--- src/rtl/acc_pkg.sv ---
// rtl/acc_pkg.sv - register map, control words and FSM states for the SHA256 accelerator host driver
package acc_pkg;

    localparam logic [4:0]  ACC_ADDR_CTRL = 5'd16;
    localparam logic [4:0]  ACC_ADDR_DONE = 5'd17;

    localparam logic [31:0] CTRL_START    = 32'hFFFF_FFFF;
    localparam logic [31:0] CTRL_SOFT_RST = 32'hFF00_00FF;
    localparam logic [31:0] CTRL_ACK      = 32'h0F0F_0F0F;
    localparam logic [31:0] DONE_FLAG     = 32'hFFFF_FFFF;

    typedef enum logic [3:0] {
        ST_IDLE,
        ST_LOAD,
        ST_START,
        ST_POLL,
        ST_ABORT,
        ST_ABORT_WAIT,
        ST_READ,
        ST_ACK,
        ST_SETTLE,
        ST_OUT
    } acc_state_t;

endpackage

--- src/rtl/acc_host_driver.sv ---
// rtl/acc_host_driver.sv - Avalon-MM initiator running the SHA256 accelerator job protocol with timeout recovery
module acc_host_driver
    import acc_pkg::*;
#(
    parameter int TIMEOUT_CYCLES = 4096,
    parameter int MAX_RETRY      = 2,
    parameter int SETTLE_CYCLES  = 2
) (
    input  logic         clk,
    input  logic         reset_n,
    input  logic         blk_valid,
    output logic         blk_ready,
    input  logic [511:0] blk_data,
    output logic         hash_valid,
    input  logic         hash_ready,
    output logic [255:0] hash_data,
    output logic         hash_err,
    output logic         busy,
    output logic [4:0]   avm_address,
    output logic         avm_chipselect,
    output logic         avm_write,
    output logic [31:0]  avm_writedata,
    input  logic [31:0]  avm_readdata
);

    acc_state_t   state_q, state_d;
    logic [511:0] blk_q;
    logic [255:0] hash_q;
    logic         err_q;
    logic [3:0]   word_q;
    logic [15:0]  cnt_q;
    logic [7:0]   retry_q;
    logic [2:0]   rd_idx;

    logic accept, word_clr, word_inc, cnt_clr, cnt_inc, retry_inc, capture, fail;

    // Read data lags the address by one cycle, so READ cycle j stores word j-1.
    assign rd_idx = word_q[2:0] - 3'd1;

    always_ff @(posedge clk) begin
        if (!reset_n) state_q <= ST_IDLE;
        else          state_q <= state_d;
    end

    always_comb begin
        state_d       = state_q;
        avm_address   = '0;
        avm_write     = 1'b0;
        avm_writedata = '0;
        accept        = 1'b0;
        word_clr      = 1'b0;
        word_inc      = 1'b0;
        cnt_clr       = 1'b0;
        cnt_inc       = 1'b0;
        retry_inc     = 1'b0;
        capture       = 1'b0;
        fail          = 1'b0;
        case (state_q)
            ST_IDLE: begin
                if (blk_valid) begin
                    accept   = 1'b1;
                    word_clr = 1'b1;
                    state_d  = ST_LOAD;
                end
            end
            ST_LOAD: begin
                avm_address   = {1'b0, word_q};
                avm_write     = 1'b1;
                avm_writedata = blk_q[{word_q, 5'd0} +: 32];
                if (word_q == 4'd15) state_d  = ST_START;
                else                 word_inc = 1'b1;
            end
            ST_START: begin
                avm_address   = ACC_ADDR_CTRL;
                avm_write     = 1'b1;
                avm_writedata = CTRL_START;
                cnt_clr       = 1'b1;
                state_d       = ST_POLL;
            end
            ST_POLL: begin
                avm_address = ACC_ADDR_DONE;
                // DONE wins over a timeout landing on the same cycle.
                if (avm_readdata == DONE_FLAG) begin
                    word_clr = 1'b1;
                    state_d  = ST_READ;
                end else if (cnt_q >= 16'(TIMEOUT_CYCLES - 1)) begin
                    state_d = ST_ABORT;
                end else begin
                    cnt_inc = 1'b1;
                end
            end
            ST_ABORT: begin
                avm_address   = ACC_ADDR_CTRL;
                avm_write     = 1'b1;
                avm_writedata = CTRL_SOFT_RST;
                state_d       = ST_ABORT_WAIT;
            end
            ST_ABORT_WAIT: begin
                if (retry_q < 8'(MAX_RETRY)) begin
                    retry_inc = 1'b1;
                    state_d   = ST_START;
                end else begin
                    fail    = 1'b1;
                    state_d = ST_OUT;
                end
            end
            ST_READ: begin
                avm_address = {2'b00, word_q[2:0]};
                capture     = (word_q != 4'd0);
                if (word_q == 4'd8) state_d  = ST_ACK;
                else                word_inc = 1'b1;
            end
            ST_ACK: begin
                avm_address   = ACC_ADDR_CTRL;
                avm_write     = 1'b1;
                avm_writedata = CTRL_ACK;
                cnt_clr       = 1'b1;
                state_d       = (SETTLE_CYCLES == 0) ? ST_OUT : ST_SETTLE;
            end
            ST_SETTLE: begin
                if (cnt_q >= 16'(SETTLE_CYCLES - 1)) state_d = ST_OUT;
                else                                 cnt_inc = 1'b1;
            end
            ST_OUT: begin
                if (hash_ready) state_d = ST_IDLE;
            end
            default: state_d = ST_IDLE;
        endcase
    end

    always_ff @(posedge clk) begin
        if (!reset_n) begin
            blk_q   <= '0;
            hash_q  <= '0;
            err_q   <= 1'b0;
            word_q  <= '0;
            cnt_q   <= '0;
            retry_q <= '0;
        end else begin
            if (accept) begin
                blk_q   <= blk_data;
                retry_q <= '0;
                err_q   <= 1'b0;
            end
            if (word_clr)                          word_q <= '0;
            else if (word_inc && word_q != 4'hF)   word_q <= word_q + 4'd1;
            if (cnt_clr)                           cnt_q  <= '0;
            else if (cnt_inc && cnt_q != 16'hFFFF) cnt_q  <= cnt_q + 16'd1;
            if (retry_inc && retry_q != 8'hFF)     retry_q <= retry_q + 8'd1;
            if (capture)                           hash_q[{rd_idx, 5'd0} +: 32] <= avm_readdata;
            if (fail) begin
                err_q  <= 1'b1;
                hash_q <= '0;
            end
        end
    end

    assign avm_chipselect = avm_write;
    assign blk_ready      = (state_q == ST_IDLE) && reset_n;
    assign busy           = (state_q != ST_IDLE);
    assign hash_valid     = (state_q == ST_OUT);
    assign hash_data      = hash_valid ? hash_q : '0;
    assign hash_err       = hash_valid & err_q;

endmodule

--- config.mk ---
export PLATFORM = sky130hd
export DESIGN_NAME = acc_host_driver
export DESIGN_NICKNAME = d
export VERILOG_FILES = /design/src/rtl/acc_pkg.sv /design/src/rtl/acc_host_driver.sv
export SDC_FILE = /design/constraint.sdc
export NUM_CORES = 2
export LEC_CHECK = 0
export BUFFER_PORTS_ARGS = -buffer_cell sky130_fd_sc_hd__buf_4
export CORE_AREA = 2 2 333 335
export DETAILED_ROUTE_END_ITERATION = 10
export DIE_AREA = 0 0 335 337
export PLACE_DENSITY_LB_ADDON = 0.05
export SLEW_MARGIN = 40
export SYNTH_ARGS = -nofsm -noshare
export SYNTH_HDL_FRONTEND = slang
export SYNTH_SLANG_ARGS = --single-unit
--- constraint.sdc ---
create_clock -name clk -period 3.45 [get_ports clk]
set_clock_uncertainty 0.1 [all_clocks]
set_input_delay 0.5175 -clock clk [delete_from_list [all_inputs] [get_ports clk]]
set_output_delay 0.5175 -clock clk [all_outputs]
set_load 0.05 [all_outputs]
# Yosys cells after proc, flatten, opt, wreduce, memory -nomap -nowiden
# Index checks and enable logic that the tools add are counted.
[op_classes]
add_sub_neg = 5
magnitude_cmp = 3
eq_ne = 21
shift = 3
n_mux = 35
bitwise = 2
reduce_logical = 16
[op_table]
columns = ["cell", "n"]
rows = [
  ["indexed part select 512 x 10 -> 32 bit", 1],
  ["bitwise mux 256 bit", 1],
  ["2-to-1 mux 256 bit", 1],
  ["variable shift 32 x 10 -> 256 bit (first input constant)", 1],
  ["indexed part select 32 x 10 -> 256 bit", 1],
  ["case mux 32 bit (4 select lines)", 1],
  ["case mux 4 bit (10 select lines)", 1],
  ["equality test 32 bit (second input constant)", 1],
  ["2-to-1 mux 4 bit", 8],
  ["case mux 5 bit (4 select lines)", 1],
  ["2-to-1 mux 1 bit", 17],
  ["adder 16 x 1 -> 16 bit (second input constant)", 1],
  ["equality test 4 x 3 -> 1 bit (second input constant)", 4],
  ["equality test 4 bit (second input constant)", 4],
  [">= comparator 16 x 1 -> 1 bit (second input constant)", 1],
  [">= comparator 16 x 12 -> 1 bit (second input constant)", 1],
  ["2-to-1 mux 8 bit", 2],
  ["!= test 16 bit (second input constant)", 1],
  ["negator 8 -> 10 bit", 1],
  ["adder 8 x 1 -> 8 bit (second input constant)", 1],
  ["equality test 4 x 2 -> 1 bit (second input constant)", 2],
  ["less-than comparator 8 x 2 -> 1 bit (second input constant)", 1],
  ["!= test 2 bit (second input constant)", 4],
  ["!= test 8 bit (second input constant)", 1],
  ["other kinds (17)", 27],
]
[totals]
regBits = 801
inputBits = 548
out_inout_bits = 299

# Logic depth before layout (Yosys ltp)
[depth]
depth_word = 5
mapped_depth = 12
mapped_depth_nobuf = 8

# Worst setup path before layout
# OpenSTA, ideal clock, no wires.
[synth_path]
path_type = "register -> register"
startpoint = "register word_q[1]"
endpoint = "register hash_q[218]"
arrival_time_ns = 2.947
slack_ns = 0.333
path_stages_with_launch = 13
path_buffers = 4
synth_period_minus_slack_ns = 3.117
cell_sequence = "dfxtp_1 -> clkbuf_1 -> clkbuf_1 -> inv_1 -> ha_1 -> xnor2_1 -> ha_1 -> nor2_1 -> and3_1 -> clkbuf_1 -> clkbuf_1 -> nand3_1 -> a21oi_1"
[synth_via]
elab_chain_len = 4
elab_cells_between_ends = 7
classes_between = "add/sub: 2; shift: 2; mux: 2; reduce/logical: 1"
[synth_lines]
columns = ["element", "line", "text"]
rows = [
  ["from (decl)", "acc_host_driver.sv:30", "logic [3:0] word_q;"],
  ["from (signal assigned)", "acc_host_driver.sv:146", "else if (word_inc && word_q != 4'hF) word_q <= word_q + 4'd1;"],
  ["subtractor 3 x 1 -> 3 bit", "acc_host_driver.sv:38", "assign rd_idx = word_q[2:0] - 3'd1;"],
  ["negator 8 -> 10 bit", "acc_host_driver.sv:150", "if (capture) hash_q[{rd_idx, 5'd0} +: 32] <= avm_readdata;"],
  ["indexed part select 32 x 10 -> 256 bit or variable shift 32 x 10 -> 256 bit (tied branches)", "acc_host_driver.sv:150", ""],
  ["bitwise mux 256 bit", "acc_host_driver.sv:150", ""],
  ["to (signal, indexed assignment)", "acc_host_driver.sv:150", ""],
  ["to (decl)", "acc_host_driver.sv:28", "logic [255:0] hash_q;"],
]
# Several ways; a longest one is shown, not always the timed one.
# A chain may end at the register's enable or synchronous reset.

# Final worst setup path
[layout_path]
startpoint = "register word_q[0]"
endpoint = "output port avm_writedata[21]"
[layout_via]
elab_chain_len = 2
[layout_lines]
columns = ["element", "line", "text"]
rows = [
  ["indexed part select 512 x 10 -> 32 bit", "acc_host_driver.sv:69", "avm_writedata = blk_q[{word_q, 5'd0} +: 32];"],
  ["case mux 32 bit (4 select lines)", "acc_host_driver.sv:58", "case (state_q)"],
  ["to (decl)", "acc_host_driver.sv:22", "output logic [31:0] avm_writedata,"],
]
# Every way passes these cells.

==> results.md <==
- Root Buffer: clkbuf_16
- DIE AREA: 113000 sq um
- Routability cong.: 0.830
- Tot Pwr: 31600 uW
- Cells after synthesis: 4218
- FF-to-FF End: hash_q[4]$_SDFFE_PP0P_
- Synth Flop Type: dfxtp_1
- Vias: 33933
- Gr busiest metal: met2
- Worst VDD drop: 0.000458 V
- Setup violations, final: 32
- Grt ovf: 0
- Dpl hpwl: 117000 microns
- Hold depth: 3
- Skew-Pair Late Insertion Delay: 670 ps
- M2 GR Usage: 47.1%
- Crit path DAT: 2960 ps
- Area of the multi-input gates: 18200 sq um
- Share of layout cells above drive strength 1: 25.7%
- Least-Margin Pin Slew: 833 ps
- CTS tree: done
- Hold WC Path Type: input port to flop
- Worst relative slew slack: 44.5%
- Register share of total power: 35.4%
- Reg area: 16100 sq um
- Clock Power Share: 32.3%
- Reg2Reg Setup Slack: 240 ps
- CTS Buf Count: 94
- Run status: complete, but fails checks
- Hold Startpoint: blk_data[259]
- Sw frac: 35.6%
- Starting Density: 32.7%
- Cell count of the worst reg-to-reg path: 12
- RSZ-0062 raised after global routing: yes
- Design area: 50400 sq um
- Initial antenna violation count: 33
- Port Buffers: 846
- EDFF count, synth: 0
- # fillers: 11003
- Antenna Violating Nets Remaining: 0
- Met3 usage: 5.62%
- First-pass GRT wire length: 229000 microns
- Internal: 20300 uW
- Detailed Route Iter0 Violations: 2500
- Clk sinks: 801
- Max Cap Viol: 0
- CP required: 2830 ps
- Logic pwr share: 32.3%
- Yosys reg bits: 801
- Critical-path maximum fanout: 8
- Vias in the first global route: 32700
- Synthesized area: 35800 sq um
- DP Area: 43400 sq um
- CP Capture Type: output pin
- Hold EP: blk_q[259]$_SDFFE_PN0P_
- Core footprint: 110000 sq um
- Final Cycle Share: 104%
- Net Count, Synth: 4777
- Gr usage total: 27.7%
- H-tree lvl count: 3
- Drt wl/cell: 24.7 microns
- Setup TNS: -2470 ps
- Die Wd: 335 microns
- Synthesis-to-layout area growth: 40.5%
- Boundary Pins: 847
- Number of vias per cell: 5.09
- Fin util: 45.9%
- Reg-to-reg critical path startpoint: word_q[0]$_SDFFE_PP0P_
- Cell Pwr Density: 627 nW/um^2
- Crit path from: word_q[0]$_SDFFE_PP0P_
- Clock Pin Slew Worst Setup and Hold Paths: 60 ps
- YS warnings: 0
- Post-synth ARST share: 0%
- Remaining DRCs: 0
- Register area share after synthesis: 44.7%
- Min cycle time layout: 3580 ps
- GRT met1 Usage: 33.7%
- Routed wire length: 164000 microns
- Mean post-synth cell area: 8.50 sq um
- Final setup margin: -132 ps
- Crit path launch type: flop
- Slew Viols, Final: 0
- Max Clk Rate: 279 MHz
- Drt pass-1 iters: 5
- NetSw: 11200 uW
- Die height: 337 microns
- Netlist cell types: 58
- Clock Path Buffers: 3
- Final Hold Fails: 0
- # nets final: 5703
- Rows: 122
- Leak: 0.0204 uW
- Largest net degree at the start of global routing: 234
- WS Path Type: flop to output pin
- Failing checks: setup timing
[kinds of logic (layout without fill, tap and decap cells)]
family | after synthesis | count (layout) | synth area share (%)
other | 0 | 20 | 0
buffers and inverters | 425 | 1423 | 5.00
AND/OR/NAND/NOR | 2000 | 2000 | 24.4
adder cells (fa/ha/maj) | 11 | 11 | 0.384
flip-flops | 801 | 801 | 44.7
XOR/XNOR | 8 | 8 | 0.195
multiplexers | 161 | 161 | 10.1
AO/OA/AOI/OAI | 812 | 812 | 15.2
[timing repair]
item,CTS,global route
setup buffers,4,21
endpoints found under the setup margin,32,45
hold buffers,278,0
hold endpoints to repair,278,0
pin swaps,0,13
cloned,6,6
resized for setup,56,47
[cell type report]
type / instances / share of cell area (%)
antenna: 20 / 0.0994
tap: 1426 / 3.54
sequential: 801 / 31.9
inverter: 9 / 0.0671
multi-input combinational: 2992 / 36.1
clock inverter: 32 / 0.651
timing repair buffer: 1246 / 22.0
clock buffer: 136 / 5.59
[worst max path at each step]
stage / to / slack, ps / cells past startpoint
floorplan: hash_q[218]$_SDFFE_PP0P_ / 330 / 12
global placement: hash_q[13]$_SDFFE_PP0P_ / 330 / 10
detailed placement: hash_q[4]$_SDFFE_PP0P_ / 290 / 10
CTS: avm_writedata[17] / -220 / 7
global route: avm_writedata[8] / -200 / 8
finish: avm_writedata[21] / -130 / 7
[synthesized netlist by cell type (6+ instances only)]
library cell / instances / area, sq um
nand2_1: 1433 / 5380
dfxtp_1: 801 / 16000
a21boi_0: 513 / 3850
and3_1: 276 / 1730
clkbuf_1: 273 / 1020
a21oi_1: 266 / 1330
nand3_1: 204 / 1020
mux4_2: 160 / 3600
buf_2: 129 / 646
nor2_1: 15 / 56.3
nand4_1: 13 / 81.3
ha_1: 11 / 138
inv_1: 9 / 33.8
and2_1: 8 / 50.1
buf_1: 8 / 30.0
nor2b_1: 7 / 43.8
nor4_1: 7 / 43.8
or4_1: 7 / 52.6
xnor2_1: 7 / 61.3
o21ai_0: 6 / 30.0
[flip-flops by register name, indices dropped and copies added, names as in the netlist]
register / flops
word_q: 4
retry_q: 8
hash_q: 256
err_q: 1
state_q: 4
blk_q: 512
cnt_q: 16
[per-layer routing]
metal / up-vias / wire (microns)
li1: 16211 / -
met1: 16302 / 65900
met2: 1084 / 80000
met3: 300 / 10400
met4: 36 / 8010
met5: - / 226
[metrics by stage]
step | cells | hold slack (ps) | setup slack, ps
2_1_floorplan | 4218 | 328 | 333
3_3_place_gp | 6157 | 335 | 334
3_5_place_dp | 6159 | 341 | 290
4_1_cts | 6615 | 0.0541 | -221
5_1_grt | 6654 | 6.47 | -204
6_report | 6662 | 31.1 | -132
[cells in the final DEF, fill, tap and decap left out, drive strengths merged, types with 20 or more instances in the layout]
cell,synthesis,final
buf,143,962
diode,0,20
nand2,1433,1433
nand3,205,205
and3,276,276
dfxtp,801,801
clkinv,0,21
dlygate4sd3,0,278
a21oi,268,268
a21boi,514,514
clkbuf,273,142
mux4,160,160
[power by group through the flow]
stage	sequential (uW)	clock [uW]	combinational (uW)
6_report	11200	10200	10200
5_1_grt	11300	10800	10800
4_1_cts	11200	10400	9730
3_5_place_dp	11400	0	8920
3_3_place_gp	11400	0	8860
2_1_floorplan	11000	0	5480
[worst max-delay path: stages, from the launching register on]
cell	delay [ps]
dfxtp_4	390
clkbuf_16	230
clkbuf_16	210
mux4_2	600
mux4_2	490
nand2_2	90
nand2_2	80
buf_8	170
Note: power is estimated with default switching activity, not from simulation.
